[src/rtl/layer_out_serializer_if.sv]
// Bus bundle between a layer's neuron array, the serializer and the next layer's input.
interface layer_out_serializer_if #(
    parameter int numNeuron = 30,
    parameter int dataWidth = 16
);
    logic [numNeuron*dataWidth-1:0] in_data;
    logic [numNeuron-1:0]           in_valid;
    logic [dataWidth-1:0]           out_data;
    logic                           out_valid;
    logic                           out_ready;
    logic                           out_last;
    logic                           busy;
    logic                           drop_err;
    logic                           dup_err;

    // Producer/consumer side: drives neuron outputs and the stream ready.
    modport master (
        output in_data, in_valid, out_ready,
        input  out_data, out_valid, out_last, busy, drop_err, dup_err
    );

    // Serializer side.
    modport slave (
        input  in_data, in_valid, out_ready,
        output out_data, out_valid, out_last, busy, drop_err, dup_err
    );
endinterface

[src/rtl/layer_out_serializer.sv]
// Collects one value per neuron (each with its own valid), then streams the
// frame out serially, neuron 0 first, on a valid/ready interface.
module layer_out_serializer #(
    parameter int numNeuron = 30,
    parameter int dataWidth = 16
) (
    input  logic                   clk,
    input  logic                   rstn,
    layer_out_serializer_if.slave  bus
);
    localparam int IW = (numNeuron > 1) ? $clog2(numNeuron) : 1;
    localparam logic [IW-1:0]        LAST_IDX = IW'(numNeuron - 1);
    localparam logic [numNeuron-1:0] ALL_ONES = '1;

    localparam logic [0:0] COLLECT = 1'b0;
    localparam logic [0:0] SEND    = 1'b1;

    logic [0:0]           state_q, state_d;
    logic [numNeuron-1:0] mask_q, mask_d;
    logic [IW-1:0]        idx_q, idx_d;
    logic [dataWidth-1:0] data_buf_q [numNeuron];
    logic [dataWidth-1:0] data_buf_d [numNeuron];
    logic [dataWidth-1:0] out_data_q, out_data_d;
    logic                 out_valid_q, out_valid_d;
    logic                 out_last_q, out_last_d;
    logic                 drop_err_q, drop_err_d;
    logic                 dup_err_q, dup_err_d;

    logic [IW-1:0]        idx_nxt;
    logic [numNeuron-1:0] seen;

    // Next-state: capture neuron outputs in COLLECT, step through the buffer in SEND.
    always_comb begin
        state_d     = state_q;
        mask_d      = mask_q;
        idx_d       = idx_q;
        data_buf_d  = data_buf_q;
        out_data_d  = out_data_q;
        out_valid_d = out_valid_q;
        out_last_d  = out_last_q;
        drop_err_d  = 1'b0;
        dup_err_d   = 1'b0;
        idx_nxt     = idx_q + IW'(1);
        seen        = mask_q | bus.in_valid;

        if (state_q == COLLECT) begin
            for (int i = 0; i < numNeuron; i++) begin
                if (bus.in_valid[i]) begin
                    data_buf_d[i] = bus.in_data[i*dataWidth +: dataWidth];
                end
            end
            // A neuron reporting twice keeps its latest value but is flagged.
            dup_err_d = |(bus.in_valid & mask_q);
            if (seen == ALL_ONES) begin
                // Element 0 comes from the updated buffer so a same-cycle arrival is used.
                mask_d      = '0;
                idx_d       = '0;
                state_d     = SEND;
                out_data_d  = data_buf_d[0];
                out_valid_d = 1'b1;
                out_last_d  = (numNeuron == 1);
            end else begin
                mask_d = seen;
            end
        end else begin
            // Arrivals while streaming would corrupt the frame; discard and flag them.
            drop_err_d = |bus.in_valid;
            if (bus.out_ready) begin
                if (idx_q == LAST_IDX) begin
                    state_d     = COLLECT;
                    idx_d       = '0;
                    out_valid_d = 1'b0;
                    out_last_d  = 1'b0;
                end else begin
                    idx_d      = idx_nxt;
                    out_data_d = data_buf_q[idx_nxt];
                    out_last_d = (idx_nxt == LAST_IDX);
                end
            end
        end
    end

    // State and output registers; reset aborts any frame in flight.
    always_ff @(posedge clk or negedge rstn) begin
        if (!rstn) begin
            state_q     <= COLLECT;
            mask_q      <= '0;
            idx_q       <= '0;
            out_data_q  <= '0;
            out_valid_q <= 1'b0;
            out_last_q  <= 1'b0;
            drop_err_q  <= 1'b0;
            dup_err_q   <= 1'b0;
            for (int i = 0; i < numNeuron; i++) begin
                data_buf_q[i] <= '0;
            end
        end else begin
            state_q     <= state_d;
            mask_q      <= mask_d;
            idx_q       <= idx_d;
            out_data_q  <= out_data_d;
            out_valid_q <= out_valid_d;
            out_last_q  <= out_last_d;
            drop_err_q  <= drop_err_d;
            dup_err_q   <= dup_err_d;
            data_buf_q  <= data_buf_d;
        end
    end

    assign bus.out_data  = out_data_q;
    assign bus.out_valid = out_valid_q;
    assign bus.out_last  = out_last_q;
    assign bus.busy      = (state_q == SEND);
    assign bus.drop_err  = drop_err_q;
    assign bus.dup_err   = dup_err_q;
endmodule

[src/flat_wrapper.sv]
// flat-port wrapper written by rule: the top's interface ports become plain ports
module layer_out_serializer_flat 
#(
    parameter int numNeuron = 30,
    parameter int dataWidth = 16
)
  (clk, rstn, bus_in_data, bus_in_valid, bus_out_ready, bus_out_data, bus_out_valid, bus_out_last, bus_busy, bus_drop_err, bus_dup_err);
  layer_out_serializer_if #(.numNeuron(numNeuron), .dataWidth(dataWidth)) bus_i ();
  input  logic clk;
  input  logic rstn;
  input wire logic [$bits(bus_i.in_data)-1:0] bus_in_data;
  input wire logic [$bits(bus_i.in_valid)-1:0] bus_in_valid;
  input wire logic [$bits(bus_i.out_ready)-1:0] bus_out_ready;
  output wire logic [$bits(bus_i.out_data)-1:0] bus_out_data;
  output wire logic [$bits(bus_i.out_valid)-1:0] bus_out_valid;
  output wire logic [$bits(bus_i.out_last)-1:0] bus_out_last;
  output wire logic [$bits(bus_i.busy)-1:0] bus_busy;
  output wire logic [$bits(bus_i.drop_err)-1:0] bus_drop_err;
  output wire logic [$bits(bus_i.dup_err)-1:0] bus_dup_err;
  assign bus_i.in_data = bus_in_data;
  assign bus_i.in_valid = bus_in_valid;
  assign bus_i.out_ready = bus_out_ready;
  assign bus_out_data = bus_i.out_data;
  assign bus_out_valid = bus_i.out_valid;
  assign bus_out_last = bus_i.out_last;
  assign bus_busy = bus_i.busy;
  assign bus_drop_err = bus_i.drop_err;
  assign bus_dup_err = bus_i.dup_err;
  layer_out_serializer #(.numNeuron(numNeuron), .dataWidth(dataWidth)) u_core (.clk(clk), .rstn(rstn), .bus(bus_i));
endmodule
[config.mk]
export PLATFORM = sky130hd
export DESIGN_NAME = layer_out_serializer_flat
export DESIGN_NICKNAME = d
export VERILOG_FILES = /design/src/rtl/layer_out_serializer_if.sv /design/src/rtl/layer_out_serializer.sv /design/src/flat_wrapper.sv
export SDC_FILE = /design/constraint.sdc
export NUM_CORES = 1
export LEC_CHECK = 0
export BUFFER_PORTS_ARGS = -buffer_cell sky130_fd_sc_hd__buf_2
export CAP_MARGIN = 20
export CORE_ASPECT_RATIO = 0.8
export CORE_MARGIN = 2
export CORE_UTILIZATION = 30
export DETAILED_ROUTE_END_ITERATION = 7
export PLACE_DENSITY_LB_ADDON = 0.2
export SLEW_MARGIN = 20
export SYNTH_ARGS = -nofsm -noshare
export SYNTH_HDL_FRONTEND = slang
export SYNTH_SLANG_ARGS = --single-unit
[constraint.sdc]
create_clock -name clk -period 2.9 [get_ports clk]
set_clock_uncertainty 0.1 [all_clocks]
set_input_delay 0.145 -clock clk [delete_from_list [all_inputs] [get_ports clk]]
set_output_delay 0.145 -clock clk [all_outputs]
set_load 0.02 [all_outputs]
* After elaboration in Yosys (flattened, before gate mapping)
Cells that the tools add are included. W data, S select, Z words.
Cells by class: bitwise logic cells 4, magnitude comparators 1, reductions and logical operators 35, add/sub/neg operators 1, mux-type cells 27, equality and inequality tests 6
Operators with widths (count):
- $mux W16 | 7
- $bmux W16 S5 | 1
- $reduce_and A2 Y1 | 30
- $reduce_or A30 Y1 | 2
- $and A30 B30 Y30 | 1
- $eq A30 B30 Y1 const B | 1
- $mux W30 | 1
- $or A30 B30 Y30 | 1
- $mux W5 | 4
- $mux W1 | 14
- $eq A5 B5 Y1 const B | 2
- $ge A6 B6 Y1 const B | 1
- $ne A2 B2 Y1 const B | 3
- $not A5 Y6 | 1
- $reduce_and A3 Y1 | 2
- $add A5 B1 Y5 const B | 1
- $reduce_bool A2 Y1 | 1
- $not A1 Y1 | 1
Storage, ports and cells: bits in registers 536, logic and storage cells 112, input port bits 513, output and inout bits 21

* Logic depth before layout (Yosys ltp)
depth after elaboration 8, depth in mapped cells 14, depth with buffers taken out 8

* Least setup slack after synthesis
Ideal clock, no wire load.
path type register to register, from reg u_core.idx_q[0], to reg u_core.out_data_q[1], in the netlist u_core.bus.out_data[1], required time 2.663 ns, clock period less this slack 2.951 ns, library setup time 0.137 ns, stages on the path, launching flop included 14, arrival time 2.714 ns, path buffers 5, slack -0.051 ns, cell sequence dfrtp_1 -> buf_4 -> buf_8 -> buf_6 -> buf_6 -> inv_1 -> ha_1 -> buf_4 -> mux4_2 -> and2_1 -> a211oi_1 -> a31oi_1 -> a32oi_1 -> a21oi_1
Between the ends: longest elaborated chain between the ends 8, elaborated cells between the ends (all ways) 11, classes of those cells add/sub: 1; eq/ne: 2; mux: 6; bitwise: 1; reduce/logical: 1
Ends and longest elaborated chain:
- start, declared | RTL line layer_out_serializer.sv:20 | logic [IW-1:0] idx_q, idx_d;
- start signal, assigned | RTL line layer_out_serializer.sv:100 | idx_q <= idx_d;
- $add A5 B1 Y5 | RTL line layer_out_serializer.sv:43 | idx_nxt = idx_q + IW'(1);
- $not A5 Y6 (implied by the code) | RTL line layer_out_serializer.sv:76 | out_data_d = data_buf_q[idx_nxt];
- $bmux W16 S5 | RTL line layer_out_serializer.sv:76
- $mux W16 (implied by the code) (2 in series) | RTL line layer_out_serializer.sv:76
- $mux W16 | RTL line layer_out_serializer.sv:69 | if (idx_q == LAST_IDX) begin
- $mux W16 | RTL line layer_out_serializer.sv:68 | if (bus.out_ready) begin
- $mux W16 | RTL line layer_out_serializer.sv:46 | if (state_q == COLLECT) begin
- end signal, assigned | RTL line layer_out_serializer.sv:101 | out_data_q <= out_data_d;
- end, declared | RTL line layer_out_serializer.sv:23 | logic [dataWidth-1:0] out_data_q, out_data_d;
Several ways; a longest one is shown, not always the timed one. The select of a mux whose other input is x is not followed. A chain may end at the register's enable or synchronous reset.

* Final worst setup path
from reg u_core.idx_q[0], to reg u_core.out_data_q[12], in the netlist u_core.bus.out_data[12]
Same word-level chain as after synthesis.

==> impl_metrics.csv <==
group,metric,value,unit
outcome,status,"finished, final reports clean",
setup_path,critPathLaunchType,"flip-flop",
pwr,power.density_cell_area,1060,nW/um2
clock_network,cts_inserted_buffers,60,
sta,final_max_slew_viol_count,0,
pwr,total_power,38400,uW
clock_network,clk_pin_slew_worst_paths,0.06,ns
grt,first_global_vias,20792,
clock_network,cts.path.max_buffers,3,
floorplan,die_area,84600,um2
sta,final_number_of_setup_violating_endpoints,0,
synthesis,synth_enable_flop_cells,0,
setup_path,worst_path_most_repeated_cell,"buf_12",
synthesis,syn_area_per_cell,14.4,um2
synthesis,gate_count_post_synth,1712,
setup_path,timing.critical_path.slowest_cell_delay,0.47,ns
clock_network,tritoncts_clock_tree,"done",
grt,grt_first_pass_wirelength,139000,um
sta,timing_hold_violations_final,0,
floorplan,placementRows,94,
setup_path,worstPathMaxFanout,11,
setup_path,timing.setup.critical_path_class,"flip-flop to flip-flop",
setup_path,r2r_cells,10,
synthesis,async_reset_ff_share,100,%
setup_path,crit_required,3.32,ns
floorplan,top_level_ports,534,
floorplan,die_y,261,um
grt,grt_max_degree,77,
setup_path,critical_path.slowest_cell,"mux4_2",
setup_path,critPathTopFamily,"compound AO/OA/AOI/OAI gates",
finish,fill_cells,7581,
placed_design,post-dp-hpwl,69700,um
drt,viasPerCell,4.86,
floorplan,core_area,81900,um2
synthesis,synthDistinctLibCells,51,
sta,max_freq,359,MHz
synthesis,yosysWarnings,0,
sta,timing.max_slew.rel_slack,40.2,%
sta,shortest_clock_period_the_worst_path_allows_after_layout,2.79,ns
setup_path,worstPathCellList,"inv_1, ha_4, buf_12, buf_12, mux4_2, and2_1, a211oi_1, a31oi_1, a32oi_1, a21oi_1",
run,drv.max_cap_violation_count,0,
sta,period_share,96.1,%
drt,wl_per_cell,24.3,um
pwr,static_leakage,0.0153,uW
setup_path,worst_r2r_endpoint,"u_core.bus.out_data[12]",
grt,globalRouteOverflowTotal,0,
worst_hold_path,hold_class,"input pin to async pin",
clock_network,numClockSinks,536,
drt,detail-route-antenna-nets,0,
synthesis,ys_seq_elements,536,
drt,total_wirelength,95700,um
drt,detailedRoute.firstIterationViolations,1149,
clock_network,clock_latency_of_the_later_clocked_register_in_the_worst_skew_pair,0.65,ns
sta,worst_pin_slew,0.897,ns
floorplan,initial_core_util,30.1,%
synthesis,fraction_of_the_yosys_area_taken_by_sequential_cells,54.4,%
clock_network,clockRootBuffer,"clkbuf_16",
clock_network,cts.htree.levels,2,
grt,grt_util_all_layers,22.3,%
setup_path,critPathCaptureType,"flip-flop",
sta,finalSetupTns,0,ns
sta,rsz_0062_raised_after_global_routing,"false",
finish,finish.net_count,3296,
grt,antenna_found_initial,20,
placed_design,portBuffers,533,
drt,drt_drc_violations_left,0,
setup_path,cp-startpoint,"u_core.idx_q[0]",
setup_path,timing.critical_path.buf_inv,3,
setup_path,crit_path_end,"u_core.bus.out_data[12]",
pwr,ir_worst_vdd,0.686,mV
drt,num_vias,19144,
finish,growth_of_design_area_from_synthesis_to_finish,47.1,%
synthesis,postSynth.topFlopCell,"dfrtp_1",
drt,drt-pass1-iter-count,8,
finish,post_route_cells_drive_above_1_share,48.3,%
floorplan,fp.dieW,325,um
setup_path,cp.depth,10,
setup_path,timing.rr.start,"u_core.idx_q[0]",
setup_path,setup.reg_to_reg.worst_slack,0.11,ns
setup_path,cp_data_arrival_time,3.20,ns
synthesis,syn_nets,2228,
placed_design,globalplace.congestion,0.895,
synthesis,synth.cell_area,24700,um2
[cell usage after synthesis (2+ instances only)]
master    number  area (um2)
dfrtp_1      536       13400
nand3_1       21         105
xnor2_1        3        26.3
mux4_2       112        2520
a22oi_1       13        97.6
o21ai_0        4        20.0
xor2_1         2        17.5
o211ai_1       2        15.0
a31oi_1       17         106
nand4_1        6        37.5
a32oi_1       14         123
o22ai_1       14        87.6
inv_1          5        18.8
a211oi_1      18         135
nor2_1        79         297
nand2_1       76         285
nor3_1        20         100
nand2b_1       3        18.8
and4_1         2        17.5
a21o_1         3        22.5
o21bai_1       2        15.0
nor2b_1       30         188
buf_4         10        75.1
buf_6          9         101
a21oi_1       43         215
buf_2         60         300
ha_1           3        37.5
nor4_1        10        62.6
mux2i_1       18         180
mux2_2       496        5590
o31ai_1        3        22.5
clkbuf_1      44         165
and2_1        15        93.8
a31o_2         2        17.5
[metal layers]
layer | vias to the layer above | GRT usage (%) | wire (um)
li1 | 8505 | - | -
met2 | 593 | 35.6 | 44400
met4 | 16 | 5.75 | 2180
met1 | 9891 | 30.3 | 42900
met5 | - | 0 | 81
met3 | 139 | 5.76 | 6100
[cell type report]
cell class / count / area [um2] / area share (%)
sequential: 536 / 13400 / 37.0
multi-input combinational: 1044 / 10700 / 29.5
timing repair buffer: 1131 / 8650 / 23.8
clock buffer: 89 / 1780 / 4.91
tap: 1104 / 1380 / 3.81
clock inverter: 21 / 328 / 0.903
inverter: 7 / 26.3 / 0.0724
antenna: 6 / 15.0 / 0.0414
[stage by stage]
stage               cells  util [%]  worst slack [ns]  area [um2]  hold slack [ns]
floorplan            1712         -          0.000799       24700           -0.251
global placement     3296      35.3           -0.0785       28900           0.0798
detailed placement   3296      35.3            -0.104       28900           0.0858
CTS                  3920      44.2            0.0190       36200          0.00233
global route         3937      44.3            0.0257       36300           0.0431
finish               3938      44.3             0.114       36300          0.00116
[registers in the layout, summed over array words and instances (netlist names)]
register              flops
u_core.bus.out_valid      1
u_core.idx_q              5
u_core.bus.out_last       1
u_core.bus.drop_err       1
u_core.bus.out_data      16
u_core.mask_q            30
u_core.bus.dup_err        1
u_core.data_buf_q       480
u_core.bus.busy           1
[logic make-up (layout without fill, tap and decap cells)]
kind of cell / count (synthesis) / in the layout / synth area share, %
other cells: 0 / 6 / 0
compound gates: 143 / 143 / 3.87
fa+ha+maj: 3 / 3 / 0.152
mux: 626 / 626 / 33.6
flops: 536 / 536 / 54.4
buf+inv: 132 / 1248 / 2.78
simple gates: 267 / 267 / 5.06
xor+xnor: 5 / 5 / 0.178
[worst min path at each step]
stage / startpoint / to / cells past startpoint
CTS: rstn / u_core.bus.out_data[13] / 2
floorplan: rstn / u_core.bus.busy / 0
global route: rstn / u_core.bus.out_data[15] / 2
detailed placement: rstn / u_core.data_buf_q[92] / 1
global placement: rstn / u_core.data_buf_q[92] / 1
finish: rstn / u_core.data_buf_q[94] / 2
[worst reg2reg max path, stage by stage, from the launching register on]
cell,delay [ns]
dfrtp_4,0.45
inv_1,0.08
ha_4,0.35
buf_12,0.17
buf_12,0.12
mux4_2,0.47
and2_1,0.17
a211oi_1,0.26
a31oi_1,0.15
a32oi_1,0.24
a21oi_1,0.09
[report_power, final]
| group | switching [uW] | internal, uW | total [uW] | leakage [uW] |
|---|---|---|---|---|
| Clock | 3330 | 4870 | 8200 | 0.00104 |
| Sequential | 2240 | 11300 | 13500 | 0.00619 |
| Combinational | 8090 | 8570 | 16700 | 0.00809 |
| Total | 13700 | 24700 | 38400 | 0.0153 |
[layout by cell type, fill, tap and decap left out, drive strengths merged, types with 11 or more instances in the layout]
cell type    instances
a31oi               18
o22ai               14
a21oi               43
dfrtp              536
nor2                79
nor4                11
a22oi               14
buf                617
dlygate4sd3        514
clkbuf              89
nand3               21
a32oi               14
mux2               496
mux4               112
and2                15
mux2i               18
nor2b               30
a211oi              18
nor3                20
nand2               76
[timing repair]
action | CTS | global route
setup buffers | 0 | 12
pin swaps | 0 | 3
hold endpoints to repair | 947 | 0
hold buffers | 514 | 0
resized for setup | 1 | 1
setup endpoints to repair | 1 | 4
Power figures use the tool's default switching activity.
